===== src/rtl/jtag_master_shifter.sv =====
`default_nettype none
// ============================================================================
// Module : jtag_master_shifter
// Host-side JTAG initiator: runs TAP reset / IR scan / DR scan from Run-Test/Idle.
// Rev    : 1.0
// ============================================================================
module jtag_master_shifter #(
    parameter int DATA_W  = 32,
    parameter int CLK_DIV = 2,
    parameter int LEN_W   = $clog2(DATA_W)
) (
    input  logic              clk_i,
    input  logic              rst_i,
    input  logic              cmd_valid_i,
    output logic              cmd_ready_o,
    input  logic [1:0]        cmd_op_i,
    input  logic [LEN_W-1:0]  cmd_len_i,
    input  logic [DATA_W-1:0] cmd_data_i,
    output logic              rsp_valid_o,
    output logic [DATA_W-1:0] rsp_data_o,
    output logic              busy_o,
    output logic              jtag_tck_o,
    output logic              jtag_tms_o,
    output logic              jtag_tdi_o,
    output logic              jtag_trst_no,
    input  logic              jtag_tdo_i
);
    localparam int IDX_W = (LEN_W > 3) ? LEN_W : 3;
    localparam int DIV_W = (CLK_DIV > 1) ? $clog2(CLK_DIV) : 1;
    localparam logic [DIV_W-1:0] DIV_LAST = DIV_W'(CLK_DIV - 1);

    localparam logic [1:0] OP_RESET = 2'b00;
    localparam logic [1:0] OP_IR    = 2'b01;
    localparam logic [1:0] OP_RSVD  = 2'b11;

    typedef enum logic [2:0] {
        S_RST   = 3'd0,
        S_IDLE  = 3'd1,
        S_PRE   = 3'd2,
        S_SHIFT = 3'd3,
        S_POST  = 3'd4,
        S_DONE  = 3'd5
    } state_e;

    state_e             state_q, state_d;
    logic [DIV_W-1:0]   div_q, div_d;
    logic [IDX_W-1:0]   idx_q, idx_d;
    logic [1:0]         op_q, op_d;
    logic [LEN_W-1:0]   len_q, len_d;
    logic [DATA_W-1:0]  sh_q, sh_d;
    logic [DATA_W-1:0]  cap_q, cap_d;
    logic [DATA_W-1:0]  rsp_data_q, rsp_data_d;
    logic               tck_q, tck_d;
    logic               tms_q, tms_d;
    logic               tdi_q, tdi_d;
    logic               trst_n_q, trst_n_d;
    logic [IDX_W-1:0]   idx_inc;
    logic               phase_end;
    logic               period_end;

    // TMS preamble from Run-Test/Idle: reset 1,1,1,1,1,0; IR 1,1,0,0; DR 1,0,0
    function automatic logic pre_tms(input logic [1:0] op, input logic [IDX_W-1:0] idx);
        logic r;
        unique case (op)
            OP_RESET: r = (idx < IDX_W'(5));
            OP_IR:    r = (idx < IDX_W'(2));
            default:  r = (idx == '0);
        endcase
        return r;
    endfunction

    function automatic logic [IDX_W-1:0] pre_last(input logic [1:0] op);
        logic [IDX_W-1:0] r;
        unique case (op)
            OP_RESET: r = IDX_W'(5);
            OP_IR:    r = IDX_W'(3);
            default:  r = IDX_W'(2);
        endcase
        return r;
    endfunction

    always_comb begin
        state_d    = state_q;
        div_d      = div_q;
        idx_d      = idx_q;
        op_d       = op_q;
        len_d      = len_q;
        sh_d       = sh_q;
        cap_d      = cap_q;
        rsp_data_d = rsp_data_q;
        tck_d      = tck_q;
        tms_d      = tms_q;
        tdi_d      = tdi_q;
        trst_n_d   = trst_n_q;
        idx_inc    = idx_q + 1'b1;
        phase_end  = (div_q == DIV_LAST);
        period_end = 1'b0;

        unique case (state_q)
            S_RST: begin
                state_d  = S_IDLE;
                trst_n_d = 1'b1;
            end
            S_IDLE: begin
                if (cmd_valid_i) begin
                    op_d  = cmd_op_i;
                    len_d = cmd_len_i;
                    sh_d  = cmd_data_i;
                    cap_d = '0;
                    div_d = '0;
                    idx_d = '0;
                    tck_d = 1'b0;
                    tdi_d = 1'b0;
                    if (cmd_op_i == OP_RSVD) begin
                        state_d    = S_DONE;
                        rsp_data_d = '0;
                    end else begin
                        state_d  = S_PRE;
                        tms_d    = pre_tms(cmd_op_i, '0);
                        trst_n_d = (cmd_op_i != OP_RESET);
                    end
                end
            end
            S_PRE, S_SHIFT, S_POST: begin
                if (!phase_end) begin
                    div_d = div_q + 1'b1;
                end else begin
                    div_d = '0;
                    if (!tck_q) begin
                        tck_d = 1'b1;
                        if (state_q == S_SHIFT) begin
                            cap_d[idx_q[LEN_W-1:0]] = jtag_tdo_i;
                        end
                    end else begin
                        tck_d      = 1'b0;
                        period_end = 1'b1;
                    end
                end

                // Falling TCK: launch next TMS/TDI or move to the next segment
                if (period_end) begin
                    unique case (state_q)
                        S_PRE: begin
                            if (idx_q == pre_last(op_q)) begin
                                idx_d = '0;
                                if (op_q == OP_RESET) begin
                                    state_d    = S_DONE;
                                    trst_n_d   = 1'b1;
                                    rsp_data_d = '0;
                                end else begin
                                    state_d = S_SHIFT;
                                    tms_d   = (len_q == '0);
                                    tdi_d   = sh_q[0];
                                    sh_d    = sh_q >> 1;
                                end
                            end else begin
                                idx_d = idx_inc;
                                tms_d = pre_tms(op_q, idx_inc);
                            end
                        end
                        S_SHIFT: begin
                            if (idx_q == IDX_W'(len_q)) begin
                                state_d = S_POST;
                                idx_d   = '0;
                                tms_d   = 1'b1;
                                tdi_d   = 1'b0;
                            end else begin
                                idx_d = idx_inc;
                                tms_d = (idx_inc == IDX_W'(len_q));
                                tdi_d = sh_q[0];
                                sh_d  = sh_q >> 1;
                            end
                        end
                        default: begin
                            if (idx_q[0]) begin
                                state_d    = S_DONE;
                                rsp_data_d = cap_q;
                            end else begin
                                idx_d = idx_inc;
                                tms_d = 1'b0;
                            end
                        end
                    endcase
                end
            end
            S_DONE: begin
                state_d = S_IDLE;
            end
            default: begin
                state_d = S_RST;
            end
        endcase
    end

    always_ff @(posedge clk_i) begin
        if (rst_i) begin
            state_q    <= S_RST;
            div_q      <= '0;
            idx_q      <= '0;
            op_q       <= '0;
            len_q      <= '0;
            sh_q       <= '0;
            cap_q      <= '0;
            rsp_data_q <= '0;
            tck_q      <= 1'b0;
            tms_q      <= 1'b1;
            tdi_q      <= 1'b0;
            trst_n_q   <= 1'b0;
        end else begin
            state_q    <= state_d;
            div_q      <= div_d;
            idx_q      <= idx_d;
            op_q       <= op_d;
            len_q      <= len_d;
            sh_q       <= sh_d;
            cap_q      <= cap_d;
            rsp_data_q <= rsp_data_d;
            tck_q      <= tck_d;
            tms_q      <= tms_d;
            tdi_q      <= tdi_d;
            trst_n_q   <= trst_n_d;
        end
    end

    assign cmd_ready_o  = (state_q == S_IDLE);
    assign busy_o       = (state_q != S_IDLE) && (state_q != S_RST);
    assign rsp_valid_o  = (state_q == S_DONE);
    assign rsp_data_o   = rsp_data_q;
    assign jtag_tck_o   = tck_q;
    assign jtag_tms_o   = tms_q;
    assign jtag_tdi_o   = tdi_q;
    assign jtag_trst_no = trst_n_q;

endmodule
`default_nettype wire


===== config.mk =====
export PLATFORM = sky130hd
export DESIGN_NAME = jtag_master_shifter
export DESIGN_NICKNAME = d
export VERILOG_FILES = /design/src/rtl/jtag_master_shifter.sv
export SDC_FILE = /design/constraint.sdc
export NUM_CORES = 1
export LEC_CHECK = 0
export CAP_MARGIN = 20
export CORE_MARGIN = 4
export CORE_UTILIZATION = 58
export DETAILED_ROUTE_END_ITERATION = 10
export PLACE_DENSITY_LB_ADDON = 0.2
export SYNTH_ARGS = -nofsm -noshare
export SYNTH_HDL_FRONTEND = slang
export SYNTH_SLANG_ARGS = --single-unit

===== constraint.sdc =====
create_clock -name clk_i -period 4.2 [get_ports clk_i]
set_input_delay 0.84 -clock clk_i [delete_from_list [all_inputs] [get_ports clk_i]]
set_output_delay 0.84 -clock clk_i [all_outputs]
set_load 0.02 [all_outputs]

==> key figures, run 1 <==
Critical path
  – CP Launch Type: flop
  – Worst Setup Path Type: reg -> out
  – Crit Path Max Fanout: 14
  – CP Launch Point: state_q[0]$_SDFFE_PP0P_
  – Number of cells on the critical path: 3
  – Worst path bufs/invs: 2
  – CP endpoint: cmd_ready_o
  – R2R cell count: 7
  – Crit-path slowest cell: dfxtp_1
  – Crit-path cells: or3b_2 > inv_1 > clkdlybuf4s50_1
  – Setup crit end kind: output port
  – R2R Path Start: state_q[2]$_SDFFE_PP0P_
  – WP data required: 3.36 ns
  – Worst R2R End: rsp_data_o[7]$_SDFFE_PP0P_
  – R2R setup slack: around 1.3 ns
  – Crit-path max cell delay: 0.61 ns
  – Top delay family on crit path: buffers and inverters
  – CP Data Arrival Time: between 2 and 2.5 ns

Global route
  – First-pass GRT wire length: 22600 um
  – Vias in the first global route: 4838
  – Largest net degree at the start of global routing: 69
  – Gr ovfl total: 0
  – Initial antenna violation count: 0
  – GRT Total Usage: 0.248

STA
  – Worst Setup Slack, final: about 1 ns
  – Final Skew: about 0.0087 ns
  – Worst hold margin: roughly 0.45 ns
  – Post-layout min period: roughly 3.2 ns
  – Slew margin rel.: 0.496
  – RSZ-0062 raised after global routing: no
  – Achievable clock frequency: approximately 310 MHz
  – Setup TNS: 0 ns
  – Final setup fails: 0
  – Hold Vio Cnt, Final: 0
  – Tcrit/Tclk final: 0.758
  – Worst-margin pin slew: around 0.75 ns
  – Slew Limit Fails: 0

Logic synthesis
  – Mapped Area: ~5500 sq um
  – Area fraction in compound gates after synthesis: 0.213
  – Synth async-reset ratio: 0
  – Most frequent cell after synthesis: nand2_1
  – Top_reg_cell synth: dfxtp_1
  – Average size of a mapped cell: roughly 7.6 sq um
  – Area contributors post-synth: dfxtp_1 (42%), nand2_1 (11%), a21oi_1 (10%), a311oi_1 (5.0%), nand3_1 (3.9%)
  – Post-synth cell types: 48
  – Post-Synth Adder-Cell Area: 0.0114
  – EDFF count, synth: 0
  – Yosys top cell area share: 0.425
  – Simple logic cell fraction of the synthesized area: 0.266
  – Post-synthesis net count: 768
  – XOR/XNOR share of the synthesized area: 0.0208
  – Post-synthesis mux area share: 0.00366
  – Synth Warn #: 0
  – Post-synthesis cell count: between 700 and 800
  – Top cells by count, synth: nand2_1 (156), dfxtp_1 (116), a21oi_1 (112)
  – Area leader, netlist: dfxtp_1
  – Sequential area share after synthesis: 0.425
  – #FFs+latches synth: 116
  – Main combinational cell family by area after synthesis: simple AND/OR/NAND/NOR gates

Floorplanning
  – Die boundary width: 105 um
  – Die area: 11000 sq um
  – Row Count: 35
  – IO Pins: slightly above 80
  – Initial Util: 0.595
  – Core footprint: just over 9000 sq um
  – Die H: ~110 um

Drt
  – Post-route ant nets: 0
  – DRT iter0 DRCs: between 300 and 400
  – Remaining DRCs: 0
  – Average wire per standard cell: around 15 um
  – Routed WL: 13600 um
  – Vias/cell: a little under 6
  – Via count: around 5.2k
  – TritonRoute pass-1 iters: 5

Job
  – Max-cap violation count: 0

Clock network
  – Clk pin slew, worst setup/hold paths: approximately 0.05 ns
  – Post-CTS setup buffer count: 0
  – Cts repair resizes: 0
  – TritonCTS Buffers: 17
  – Max Root-Sink Buffers: 2
  – Root buffer cell: clkbuf_8
  – CTS H-tree depth: 4
  – # clock sinks: roughly 120
  – TritonCTS clock tree: done
  – Hold_buf cts: 0
  – Clk Latency, worst-skew pair: roughly 0.52 ns

Pwr
  – Maximum vdd drop: 0.376 mV
  – PwrDens: approximately 590 nW/um^2
  – Cell leakage power: roughly 0.0023 uW

Finish
  – Fillers: between 700 and 800
  – Share of post-route cells with drive strength above 1: 0.0673
  – Synth-to-layout area growth: 24.3%
  – Nets: between 800 and 900
  – Layout Cells excl Fill: between 800 and 900
  – # diodes: 0

Place
  – Port bufs: 81
  – Gpl congestion: between 0.8 and 0.9
  – Dpl ws: about 1 ns
  – Post-Place Cells: 854
  – Dpl hpwl: just under 9000 um

Outcome
  – Status: completed

Hold path
  – Hold crit path type: reg -> reg
==> tightest hold or removal path, stage by stage, from the launching register on <==
cell	delay, ns
dfxtp_1	0.30
nand2_1	0.05
a21oi_1	0.05
==> worst min-delay path by stage <==
stage / startpoint / to / slack [ns] / cells after the start
after floorplan: sh_q[0]$_SDFFE_PP0P_ / jtag_tdi_o$_SDFFE_PP0P_ / 0.44 / 2
after global placement: rsp_data_o[31]$_SDFFE_PP0P_ / rsp_data_o[31]$_SDFFE_PP0P_ / 0.44 / 2
after detailed placement: rsp_data_o[25]$_SDFFE_PP0P_ / rsp_data_o[25]$_SDFFE_PP0P_ / 0.45 / 2
after CTS: rsp_data_o[25]$_SDFFE_PP0P_ / rsp_data_o[25]$_SDFFE_PP0P_ / 0.45 / 2
after global routing: rsp_data_o[19]$_SDFFE_PP0P_ / rsp_data_o[19]$_SDFFE_PP0P_ / 0.47 / 2
final: rsp_data_o[2]$_SDFFE_PP0P_ / rsp_data_o[2]$_SDFFE_PP0P_ / 0.45 / 2
==> per-layer routing <==
metal  track usage  share of wire  up-vias
met1         0.314           0.43     2447
met2         0.408           0.49      171
li1              -              -     2575
met3        0.0611          0.058       26
met4        0.0947          0.020        0
met5             0              0        -
==> report_power, final <==
group	switching (uW)	total, uW	internal (uW)	leakage [uW]
registers	121	1330	1210	0.000939
logic	756	1160	404	0.00111
clock network	494	1510	1020	0.000299
==> cell families after synthesis <==
group | count (synthesis)
simple gates | 314
compound gates | 198
flops | 116
buf+inv | 72
xor+xnor | 13
fa+ha+maj | 5
mux | 2
==> registers in the layout, indices dropped and copies added (netlist names) <==
signal,count
jtag_trst_no,1
op_q,2
jtag_tck_o,1
sh_q,32
cap_q,32
state_q,3
rsp_data_o,32
jtag_tdi_o,1
len_q,5
jtag_tms_o,1
idx_q,5
div_q,1
==> through the flow <==
step / utilization / instance area (sq um) / power [uW]
detailed placement: 0.671 / 6170 / 2490
floorplan: - / 5470 / 2210
global placement: 0.671 / 6170 / 2460
finish: 0.739 / 6800 / 4000
CTS: 0.739 / 6800 / 4000
global route: 0.739 / 6800 / 4210
==> final cells by class <==
cell class                 instances  area [sq um]  area share
multi-input combinational        532          2820       0.415
clock inverter                     8           149      0.0219
inverter                           5          18.8     0.00276
timing repair buffer              90           876       0.129
clock buffer                      22           473      0.0696
sequential                       116          2320       0.342
tap                              111           139      0.0204
==> layout by cell type (no fill, tap or decap), types with 6 or more instances in the layout <==
cell type / instances
xor2_1: 6
nand2_1: 156
and2_1: 9
o21ai_0: 35
nand3_1: 43
nand2b_1: 8
a311oi_1: 31
buf_4: 10
nor2b_1: 9
xnor2_1: 7
nor2_1: 48
nor3_1: 12
a21oi_1: 112
clkdlybuf4s50_1: 80
dfxtp_1: 116
clkbuf_16: 16
Power figures use the tool's default switching activity.
==> inputs of run 2 (changes only) <==
Settings changed: CORE_UTILIZATION 58 to 49.
Clock period 4.2 ns to 2.92 ns, I/O delays scaled along.
==> key figures, run 2 (synthesized netlist as in run 1, its figures left out) <==
Clock network
  – Clk Latency, worst-skew pair: 0.51 ns (about the same)
  – CTS H-tree depth: 4 (unchanged)
  – Hold_buf cts: 0 (unchanged)
  – Max Root-Sink Buffers: 2 (unchanged)
  – # clock sinks: 116 (unchanged)
  – Cts repair resizes: 0 (unchanged)
  – Post-CTS setup buffer count: 0 (unchanged)
  – Clk pin slew, worst setup/hold paths: 0.06 ns (about the same)
  – TritonCTS clock tree: done
  – TritonCTS Buffers: 17 (unchanged)
  – Root buffer cell: clkbuf_8

STA
  – Hold Vio Cnt, Final: 0 (unchanged)
  – Post-layout min period: 2.80 ns
  – Final Skew: 0.00950 ns (+0.000847 ns)
  – Worst Setup Slack, final: 0.120 ns (-0.896 ns)
  – Worst-margin pin slew: 0.751 ns (-0.00175 ns)
  – Achievable clock frequency: ~360 MHz
  – Slew margin rel.: 0.499 (+0.00351)
  – Tcrit/Tclk final: 0.959
  – Setup TNS: 0 ns (unchanged)
  – Slew Limit Fails: 0 (unchanged)
  – Final setup fails: 0 (unchanged)
  – RSZ-0062 raised after global routing: no

Floorplanning
  – IO Pins: 82 (unchanged)
  – Die H: 114 um (+8.1%)
  – Core footprint: 10900 sq um (+18%)
  – Die area: 12900 sq um (+17%)
  – Initial Util: 0.502 (-0.0924)
  – Die boundary width: 114 um (+8.1%)
  – Row Count: 38 (+8.6%)

Critical path
  – Crit Path Max Fanout: 15 (+1)
  – WP data required: 2.34 ns (-1.02 ns)
  – Crit-path cells: or3b_2 > inv_1 > clkdlybuf4s50_1
  – Setup crit end kind: output port
  – Worst path bufs/invs: 2 (unchanged)
  – Crit-path slowest cell: clkdlybuf4s50_1
  – CP Launch Type: flop
  – Top delay family on crit path: buffers and inverters
  – Crit-path max cell delay: 0.59 ns (-0.02 ns)
  – CP Data Arrival Time: 2.22 ns (-0.12 ns)
  – Worst Setup Path Type: reg -> out

Finish
  – Sequential cell area: 2320 sq um (about the same)
  – # diodes: 0 (unchanged)
  – Commonest non-fill, non-tap cell in the layout: nand2_1
  – Area of the multi-input gates: 2820 sq um (unchanged)
  – Leading cell types in the layout, fill and taps excluded: nand2_1 (156), dfxtp_1 (115), a21oi_1 (112)
  – Nets: 813 (+0.37%)
  – Synth-to-layout area growth: 25.4%
  – Fillers: 982 (+35%)
  – Share of post-route cells with drive strength above 1: 0.0721 (+0.00480)

Pwr
  – Maximum vdd drop: 0.570 mV (+52%)
  – Cell leakage power: 0.00236 uW (+0.58%)
  – PwrDens: 831 nW/um^2 (+41%)

Place
  – Gpl congestion: 0.855 (-0.54%)
  – Port bufs: 81 (unchanged)
  – Dpl hpwl: 9040 um (+1.9%)
  – Dpl ws: 0.329 ns (-0.697 ns)

Global route
  – GRT Total Usage: 0.213 (-0.0350)
  – Largest net degree at the start of global routing: 73 (+5.8%)
  – First-pass GRT wire length: 22800 um (+0.67%)
  – Gr ovfl total: 0 (unchanged)
  – Initial antenna violation count: 0 (unchanged)
  – Vias in the first global route: 4979 (+2.9%)

Drt
  – DRT iter0 DRCs: 336 (-6.1%)
  – Vias/cell: 5.59 (-5.4%)
  – Via count: 5122 (-1.9%)
  – Average wire per standard cell: 14.9 um (-3.5%)
  – Routed WL: 13700 um (+0.11%)
  – Remaining DRCs: 2 (+2)
  – TritonRoute pass-1 iters: 8 (+3)
  – Post-route ant nets: 0 (unchanged)

Job
  – Max-cap violation count: 0 (unchanged)

Hold path
  – Hold crit path type: reg -> reg

Outcome
  – Failing checks: DRC
  – Status: finished with violations
[run 2: routing by layer]
metal,global-route usage,share of wire
met1,0.270,0.44
met2,0.363,0.50
met3,0.0456,0.047
met4,0.0673,0.0096
met5,0,0
[run 2: path summary, 6_finish.rpt]
check	start	endpoint	slack, ns	depth (start not counted)
max	state_q[2]$_SDFFE_PP0P_	cmd_ready_o	0.12	3
min	rsp_data_o[19]$_SDFFE_PP0P_	rsp_data_o[19]$_SDFFE_PP0P_	0.45	2
max reg2reg	state_q[2]$_SDFFE_PP0P_	cap_q[28]$_SDFFE_PP0P_	0.45	6
min reg2reg	rsp_data_o[19]$_SDFFE_PP0P_	rsp_data_o[19]$_SDFFE_PP0P_	0.45	2
[run 2: through the flow]
stage	hold WS (ns)	total power, uW	cell area, sq um	std cells	util
2_1_floorplan	0.437	3180	5470	720	-
3_3_place_gp	0.438	3570	6260	886	0.575
3_5_place_dp	0.444	3620	6260	886	0.575
4_1_cts	0.452	5720	6860	917	0.630
5_1_grt	0.474	6020	6860	917	0.630
6_report	0.449	5700	6860	917	0.630
[run 2: report_power, final]
group / switching, uW / internal [uW]
sequential: 170 / 1740
combinational: 1090 / 604
clock: 711 / 1380
[run 2: layout make-up]
class,instances,area share
clock inverters,8,0.0181
multi-input cells,532,0.411
repair buffers,93,0.135
well taps,140,0.0255
flip-flops and latches,116,0.339
clock buffers,23,0.0695
inverters,5,0.00274
[run 2: tightest hold or removal path, stage by stage, from the launching register on]
cell and delay, ns:
dfxtp_1 0.30, nand2_1 0.05, a21oi_1 0.05
